<file path="src/rtl/eb_rd_ptr_sync_status_pkg.sv">
// Shared types and helpers for the elastic-buffer read-pointer sync path.
// Pointers are carried zero-extended in ptr_t; callers keep the low PTR_W bits.
package eb_sync_pkg;
    localparam int MAX_PTR_W = 16;
    typedef logic [MAX_PTR_W-1:0] ptr_t;

    function automatic int ptr_w(input int addr_w);
        return addr_w + 1;
    endfunction

    // Zero-extended gray converts to zero-extended binary, so one width serves all callers.
    function automatic ptr_t gray2bin(input ptr_t g);
        ptr_t b;
        b[MAX_PTR_W-1] = g[MAX_PTR_W-1];
        for (int i = MAX_PTR_W - 2; i >= 0; i--) b[i] = b[i+1] ^ g[i];
        return b;
    endfunction

    function automatic logic onehot_or_zero(input ptr_t x);
        return (x & (x - ptr_t'(1))) == '0;
    endfunction
endpackage

</file>
<file path="src/rtl/eb_rd_ptr_sync_status_if.sv">
// Status bus of the write-domain read-pointer sync unit; lanes packed lane-major.
interface eb_rd_ptr_sync_status_if import eb_sync_pkg::*; #(
    parameter int ADDR_W = 4,
    parameter int LANES  = 1
) ();
    localparam int PTR_W = ptr_w(ADDR_W);

    logic [LANES-1:0][PTR_W-1:0] gray_counter_read;
    logic [LANES-1:0][PTR_W-1:0] wr_ptr_bin;
    logic                        err_clr;
    logic [LANES-1:0][PTR_W-1:0] rd_ptr_gray_sync;
    logic [LANES-1:0][PTR_W-1:0] rd_ptr_bin_sync;
    logic [LANES-1:0][PTR_W-1:0] fill_level;
    logic [LANES-1:0]            full;
    logic [LANES-1:0]            almost_full;
    logic [LANES-1:0]            gray_err;

    modport master (
        output gray_counter_read, wr_ptr_bin, err_clr,
        input  rd_ptr_gray_sync, rd_ptr_bin_sync, fill_level, full, almost_full, gray_err
    );
    modport slave (
        input  gray_counter_read, wr_ptr_bin, err_clr,
        output rd_ptr_gray_sync, rd_ptr_bin_sync, fill_level, full, almost_full, gray_err
    );
endinterface

</file>
<file path="src/rtl/eb_rd_ptr_sync_status_chain.sv">
// Plain async-reset synchronizer chain; d is sampled only by the first flop.
module eb_sync_chain #(
    parameter int WIDTH  = 5,
    parameter int STAGES = 3
) (
    input  logic             clk,
    input  logic             rst_n,
    input  logic [WIDTH-1:0] d,
    output logic [WIDTH-1:0] q
);
    logic [STAGES-1:0][WIDTH-1:0] sr;

    always_ff @(posedge clk or negedge rst_n) begin
        if (!rst_n) sr <= '0;
        else        sr <= {sr[STAGES-2:0], d};
    end

    assign q = sr[STAGES-1];
endmodule

</file>
<file path="src/rtl/eb_rd_ptr_sync_status.sv">
// Write-domain status unit: syncs LANES read gray pointers, derives fill/full/almost_full.
// Optional gray-step checker built when EB_GRAY_CHECK_EN is defined.
module eb_rd_ptr_sync_status import eb_sync_pkg::*; #(
    parameter int ADDR_W       = 4,
    parameter int SYNC_STAGES  = 3,
    parameter int LANES        = 1,
    parameter int AFULL_THRESH = 12
) (
    input  logic                         read_to_write_clk,
    input  logic                         rst_n,
    eb_rd_ptr_sync_status_if.slave       bus
);
    localparam int PTR_W = ptr_w(ADDR_W);
    localparam int DEPTH = 1 << ADDR_W;

    logic [LANES-1:0][PTR_W-1:0] gray_sync, bin_comb, fill_comb, bin_q, fill_q;
    logic [LANES-1:0]            full_comb, afull_comb, full_q, afull_q, err;

    for (genvar l = 0; l < LANES; l++) begin : g_lane
        ptr_t bin_ext_unused_hi;

        eb_sync_chain #(.WIDTH(PTR_W), .STAGES(SYNC_STAGES)) u_sync (
            .clk   (read_to_write_clk),
            .rst_n (rst_n),
            .d     (bus.gray_counter_read[l]),
            .q     (gray_sync[l])
        );

        assign bin_ext_unused_hi = gray2bin(ptr_t'(gray_sync[l]));
        assign bin_comb[l]       = bin_ext_unused_hi[PTR_W-1:0];
        // Natural PTR_W-bit wrap makes pointer rollover transparent; overfill is reported raw.
        assign fill_comb[l]      = bus.wr_ptr_bin[l] - bin_comb[l];
        assign full_comb[l]      = fill_comb[l] == PTR_W'(DEPTH);
        assign afull_comb[l]     = fill_comb[l] >= PTR_W'(AFULL_THRESH);
    end

    always_ff @(posedge read_to_write_clk or negedge rst_n) begin
        if (!rst_n) begin
            bin_q   <= '0;
            fill_q  <= '0;
            full_q  <= '0;
            afull_q <= '0;
        end else begin
            bin_q   <= bin_comb;
            fill_q  <= fill_comb;
            full_q  <= full_comb;
            afull_q <= afull_comb;
        end
    end

`ifdef EB_GRAY_CHECK_EN
    logic [LANES-1:0][PTR_W-1:0] prev_q;
    logic [LANES-1:0]            viol, err_q;

    for (genvar l = 0; l < LANES; l++) begin : g_chk
        assign viol[l] = !onehot_or_zero(ptr_t'(prev_q[l] ^ gray_sync[l]));
    end

    // A fresh violation outranks a simultaneous clear.
    always_ff @(posedge read_to_write_clk or negedge rst_n) begin
        if (!rst_n) begin
            prev_q <= '0;
            err_q  <= '0;
        end else begin
            prev_q <= gray_sync;
            err_q  <= viol | (err_q & ~{LANES{bus.err_clr}});
        end
    end

    assign err = err_q;
`else
    logic unused_err_clr;
    assign unused_err_clr = bus.err_clr;
    assign err            = '0;
`endif

    assign bus.rd_ptr_gray_sync = gray_sync;
    assign bus.rd_ptr_bin_sync  = bin_q;
    assign bus.fill_level       = fill_q;
    assign bus.full             = full_q;
    assign bus.almost_full      = afull_q;
    assign bus.gray_err         = err;
endmodule
</file>
<file path="src/flat_wrapper.sv">
// flat-port wrapper written by rule: the top's interface ports become plain ports
module eb_rd_ptr_sync_status_flat import eb_sync_pkg::*;
#(
    parameter int ADDR_W       = 4,
    parameter int SYNC_STAGES  = 3,
    parameter int LANES        = 1,
    parameter int AFULL_THRESH = 12
)
  (read_to_write_clk, rst_n, bus_gray_counter_read, bus_wr_ptr_bin, bus_err_clr, bus_rd_ptr_gray_sync, bus_rd_ptr_bin_sync, bus_fill_level, bus_full, bus_almost_full, bus_gray_err);
  eb_rd_ptr_sync_status_if #(.ADDR_W(ADDR_W), .LANES(LANES)) bus_i ();
  input  logic read_to_write_clk;
  input  logic rst_n;
  input wire logic [$bits(bus_i.gray_counter_read)-1:0] bus_gray_counter_read;
  input wire logic [$bits(bus_i.wr_ptr_bin)-1:0] bus_wr_ptr_bin;
  input wire logic [$bits(bus_i.err_clr)-1:0] bus_err_clr;
  output wire logic [$bits(bus_i.rd_ptr_gray_sync)-1:0] bus_rd_ptr_gray_sync;
  output wire logic [$bits(bus_i.rd_ptr_bin_sync)-1:0] bus_rd_ptr_bin_sync;
  output wire logic [$bits(bus_i.fill_level)-1:0] bus_fill_level;
  output wire logic [$bits(bus_i.full)-1:0] bus_full;
  output wire logic [$bits(bus_i.almost_full)-1:0] bus_almost_full;
  output wire logic [$bits(bus_i.gray_err)-1:0] bus_gray_err;
  assign bus_i.gray_counter_read = bus_gray_counter_read;
  assign bus_i.wr_ptr_bin = bus_wr_ptr_bin;
  assign bus_i.err_clr = bus_err_clr;
  assign bus_rd_ptr_gray_sync = bus_i.rd_ptr_gray_sync;
  assign bus_rd_ptr_bin_sync = bus_i.rd_ptr_bin_sync;
  assign bus_fill_level = bus_i.fill_level;
  assign bus_full = bus_i.full;
  assign bus_almost_full = bus_i.almost_full;
  assign bus_gray_err = bus_i.gray_err;
  eb_rd_ptr_sync_status #(.ADDR_W(ADDR_W), .SYNC_STAGES(SYNC_STAGES), .LANES(LANES), .AFULL_THRESH(AFULL_THRESH)) u_core (.read_to_write_clk(read_to_write_clk), .rst_n(rst_n), .bus(bus_i));
endmodule
</file>
<file path="config.mk">
export PLATFORM = sky130hd
export DESIGN_NAME = eb_rd_ptr_sync_status_flat
export DESIGN_NICKNAME = d
export VERILOG_FILES = /design/src/rtl/eb_rd_ptr_sync_status_pkg.sv /design/src/rtl/eb_rd_ptr_sync_status_if.sv /design/src/rtl/eb_rd_ptr_sync_status_chain.sv /design/src/rtl/eb_rd_ptr_sync_status.sv /design/src/flat_wrapper.sv
export SDC_FILE = /design/constraint.sdc
export NUM_CORES = 1
export LEC_CHECK = 0
export ABC_AREA = 1
export BUFFER_PORTS_ARGS = -buffer_cell sky130_fd_sc_hd__buf_2
export CAP_MARGIN = 20
export CORE_UTILIZATION = 50
export CTS_CLUSTER_SIZE = 16
export DETAILED_ROUTE_END_ITERATION = 8
export HOLD_SLACK_MARGIN = 0.05
export PLACE_DENSITY = 0.82
export SYNTH_ARGS = -nofsm -noshare
export SYNTH_HDL_FRONTEND = slang
export SYNTH_HIERARCHICAL = 1
export SYNTH_SLANG_ARGS = --single-unit
</file>
<file path="constraint.sdc">
create_clock -name read_to_write_clk -period 6.25 [get_ports read_to_write_clk]
set_input_delay 0.9375 -clock read_to_write_clk [delete_from_list [all_inputs] [get_ports read_to_write_clk]]
set_output_delay 0.9375 -clock read_to_write_clk [all_outputs]
set_load 0.05 [all_outputs]
</file>
==> flow_summary.json <==
{
  "setup_tns_ns": 0,
  "p_int_uw": 245,
  "slowest_delay_ns": 0.53,
  "clkSinkCount": 27,
  "yosysTopAreaCell": "dfrtp_1",
  "clock_path_buffers": 2,
  "rsz0062_at_grt": "false",
  "clkPwrFrac": 0.197,
  "setup_viol": 0,
  "antenna_found_initial": 0,
  "htreeDepth": 1,
  "synth_edf_count": 0,
  "post_cts_resized": 0,
  "die_h_um": 48.2,
  "vias_per_cell": 4.50,
  "drive_above_1_share": 0.377,
  "core_um2": 1980,
  "worstReg2RegStart": "u_core/g_lane[0].u_sync/q[4]",
  "clock_latency_ns": 0.32,
  "clockRootBuffer": "clkbuf_4",
  "yosysWarningCount": 6,
  "numCtsBuffers": 3,
  "grt-ovfl-total": 0,
  "holdWs_ns": 0.366,
  "hold_start": "u_core/g_lane[0].u_sync/sr[4]",
  "start_util": 0.538,
  "cp-end-kind": "flip-flop",
  "powerDensity_nw_per_um2": 318,
  "min_path_type": "flip-flop to flip-flop",
  "synth_seq_cells": 27,
  "synth_top_area_share": 0.634,
  "post-route-drc-count": 0,
  "post_cts_buffers": 0,
  "p_leak_uw": 0.000663,
  "yosys-top-cells-count": "27 x dfrtp_1, 13 x inv_1, 13 x nand2_1",
  "slowest_stage": "dfrtp_1",
  "fmax_ghz": 0.417,
  "status": "finished, final reports clean",
  "combPwrFrac": 0.296,
  "power_frac_seq": 0.507,
  "wl_per_cell_um": 10.1,
  "crit_start": "u_core/g_lane[0].u_sync/q[4]",
  "cts_hold_buf": 0,
  "place_congestion": 0.810,
  "row_count": 16,
  "grt_pass1_vias": 538,
  "synthArstFlopShare": 1.00,
  "path_clk_slew_ns": 0.15,
  "finalHoldViolCount": 0,
  "grt_pass1_wl_um": 2100,
  "ys_seq_area_frac": 0.634,
  "synth_fp_nets": 106,
  "cts_tree": "done",
  "crit_type": "flip-flop to flip-flop",
  "synthTopCellsByArea": "dfrtp_1 63%, ha_1 4.7%, inv_1 4.6%",
  "synth_most_common_cell": "dfrtp_1",
  "nNetsFinal": 133,
  "period_share": 0.384,
  "cap_violations": 0,
  "ys_types": 20,
  "finalClockSkew_ns": 0.00450,
  "path_delay_family": "simple AND/OR/NAND/NOR gates",
  "dieArea_um2": 2320,
  "arrival_ns": 2.67,
  "switching_share": 0.372,
  "drt_iter0_drc": 5,
  "dieWidth_um": 48.2,
  "antennaDiodeCount": 0,
  "critical_path_buf_inv_count": 3,
  "port_buffers": 28,
  "grt_max_degree": 28,
  "syn2layout_area_growth_pct": 15.0,
  "syn_inst": 88,
  "dr.pass1.iters": 4,
  "critical_path.cell_chain": "inv_2, nand2_2, nand3_2, nand3_1, nand3_2, nand2_1, inv_1, ha_1, fa_1, xor2_1, inv_1, nor3_1, nand2_1, nor2_2",
  "critPathLaunchType": "flip-flop",
  "boundaryPins": 31,
  "avgSynthCellArea_um2": 12.1,
  "crit_fanout": 7,
  "tightest_slew_ns": 0.546,
  "slew_violations": 0,
  "ir_drop_mv": 0.220,
  "slew_headroom": 0.636,
  "routed-via-count": 635,
  "syn_area_um2": 1070,
  "drt-total-wl_um": 1430,
  "synth_flop_cell": "dfrtp_1",
  "switchingPower_uw": 145,
  "layout_min_cycle_time_ns": 2.40,
  "dp_hpwl_um": 1140,
  "grt_usage": 0.141,
  "crit_required_ns": 6.52,
  "drtAntennaViolNets": 0
}
==> area by class of cell <==
class | instances | area [um^2]
fillers | 158 | 756
flip-flops and latches | 27 | 676
well taps | 27 | 33.8
repair buffers | 28 | 140
clock buffers | 3 | 22.5
inverters | 15 | 56.3
multi-input cells | 40 | 289
clock inverters | 1 | 8.76
==> power by group through the flow <==
stage               Clock (uW)  Combinational [uW]  Sequential, uW
floorplan                    0                43.9             248
global placement             0                 114             200
detailed placement           0                 116             201
CTS                       81.2                 117             198
global route              87.1                 125             201
finish                    76.9                 115             198
==> registers in the layout, indices dropped and copies added (netlist names) <==
name / flops
u_core/g_lane.u_sync/sr: 10
u_core/bus.fill_level: 5
u_core/bus.rd_ptr_bin_sync: 5
u_core/g_lane.u_sync/q: 5
u_core/bus.almost_full: 1
u_core/bus.full: 1
==> worst paths after layout <==
kind	end	slack, ns	cells past startpoint
setup reg to reg	u_core/bus.full	3.85	14
max in group asynchronous	u_core/g_lane[0].u_sync/q[0]	5.31	1
min in group asynchronous	u_core/bus.rd_ptr_bin_sync[0]	0.58	1
hold / removal	u_core/g_lane[0].u_sync/sr[9]	0.37	0
hold reg to reg	u_core/g_lane[0].u_sync/sr[9]	0.37	0
setup / recovery	u_core/bus.full	3.85	14
==> worst register-to-register path, stage by stage (launching register included) <==
cell and delay (ns):
dfrtp_1 0.53, inv_2 0.07, nand2_2 0.08, nand3_2 0.11
nand3_1 0.15, nand3_2 0.08, nand2_1 0.05, inv_1 0.04
ha_1 0.21, fa_1 0.43, xor2_1 0.17, inv_1 0.09
nor3_1 0.18, nand2_1 0.09, nor2_2 0.07
==> kinds of logic after synthesis <==
| kind of cell | synth area share |
|---|---|
| and+or+nand+nor | 0.153 |
| AOI/OAI and AO/OA | 0.00939 |
| xor gates and xnor gates | 0.0399 |
| other | 0.00352 |
| DFF | 0.634 |
| buffers and inverters | 0.0951 |
| adders and majority gates | 0.0657 |
==> per-stage QoR <==
stage | utilization | cell area [um^2] | setup slack, ns | instances | total power [uW]
4_1_cts | 0.619 | 1230 | 3.84 | 141 | 396
6_report | 0.619 | 1230 | 3.85 | 141 | 390
5_1_grt | 0.619 | 1230 | 3.64 | 141 | 413
3_5_place_dp | 0.603 | 1190 | 3.88 | 137 | 318
3_3_place_gp | 0.603 | 1190 | 3.91 | 137 | 314
2_1_floorplan | - | 1070 | 3.99 | 88 | 292
==> layer usage <==
metal  share of wire  up-vias  track usage  routed length [um]
met4           0.015        0       0.0944                  21
met1            0.39      294        0.150                 552
met2            0.55       25        0.240                 790
met5               0        -            0                   0
met3           0.046        4       0.0407                  66
li1                -      312            -                   -
==> placed cells by master, fill, tap and decap left out <==
cell | netlist | routed
nand2_1 | 13 | 13
dfrtp_1 | 27 | 27
inv_2 | 2 | 2
conb_1 | 1 | 1
a21oi_1 | 2 | 2
nand3_1 | 4 | 4
nor3_1 | 1 | 1
xnor2_1 | 1 | 1
buf_2 | 0 | 28
inv_1 | 13 | 13
nand3b_1 | 2 | 2
fa_1 | 1 | 1
xor2_2 | 1 | 1
nand3_4 | 1 | 1
nand2_2 | 3 | 3
xor2_1 | 2 | 2
nor2_2 | 1 | 1
nand2_4 | 1 | 1
nand3_2 | 2 | 2
ha_1 | 4 | 4
inv_6 | 0 | 1
clkbuf_4 | 0 | 3
(Power assumes the default switching activity.)
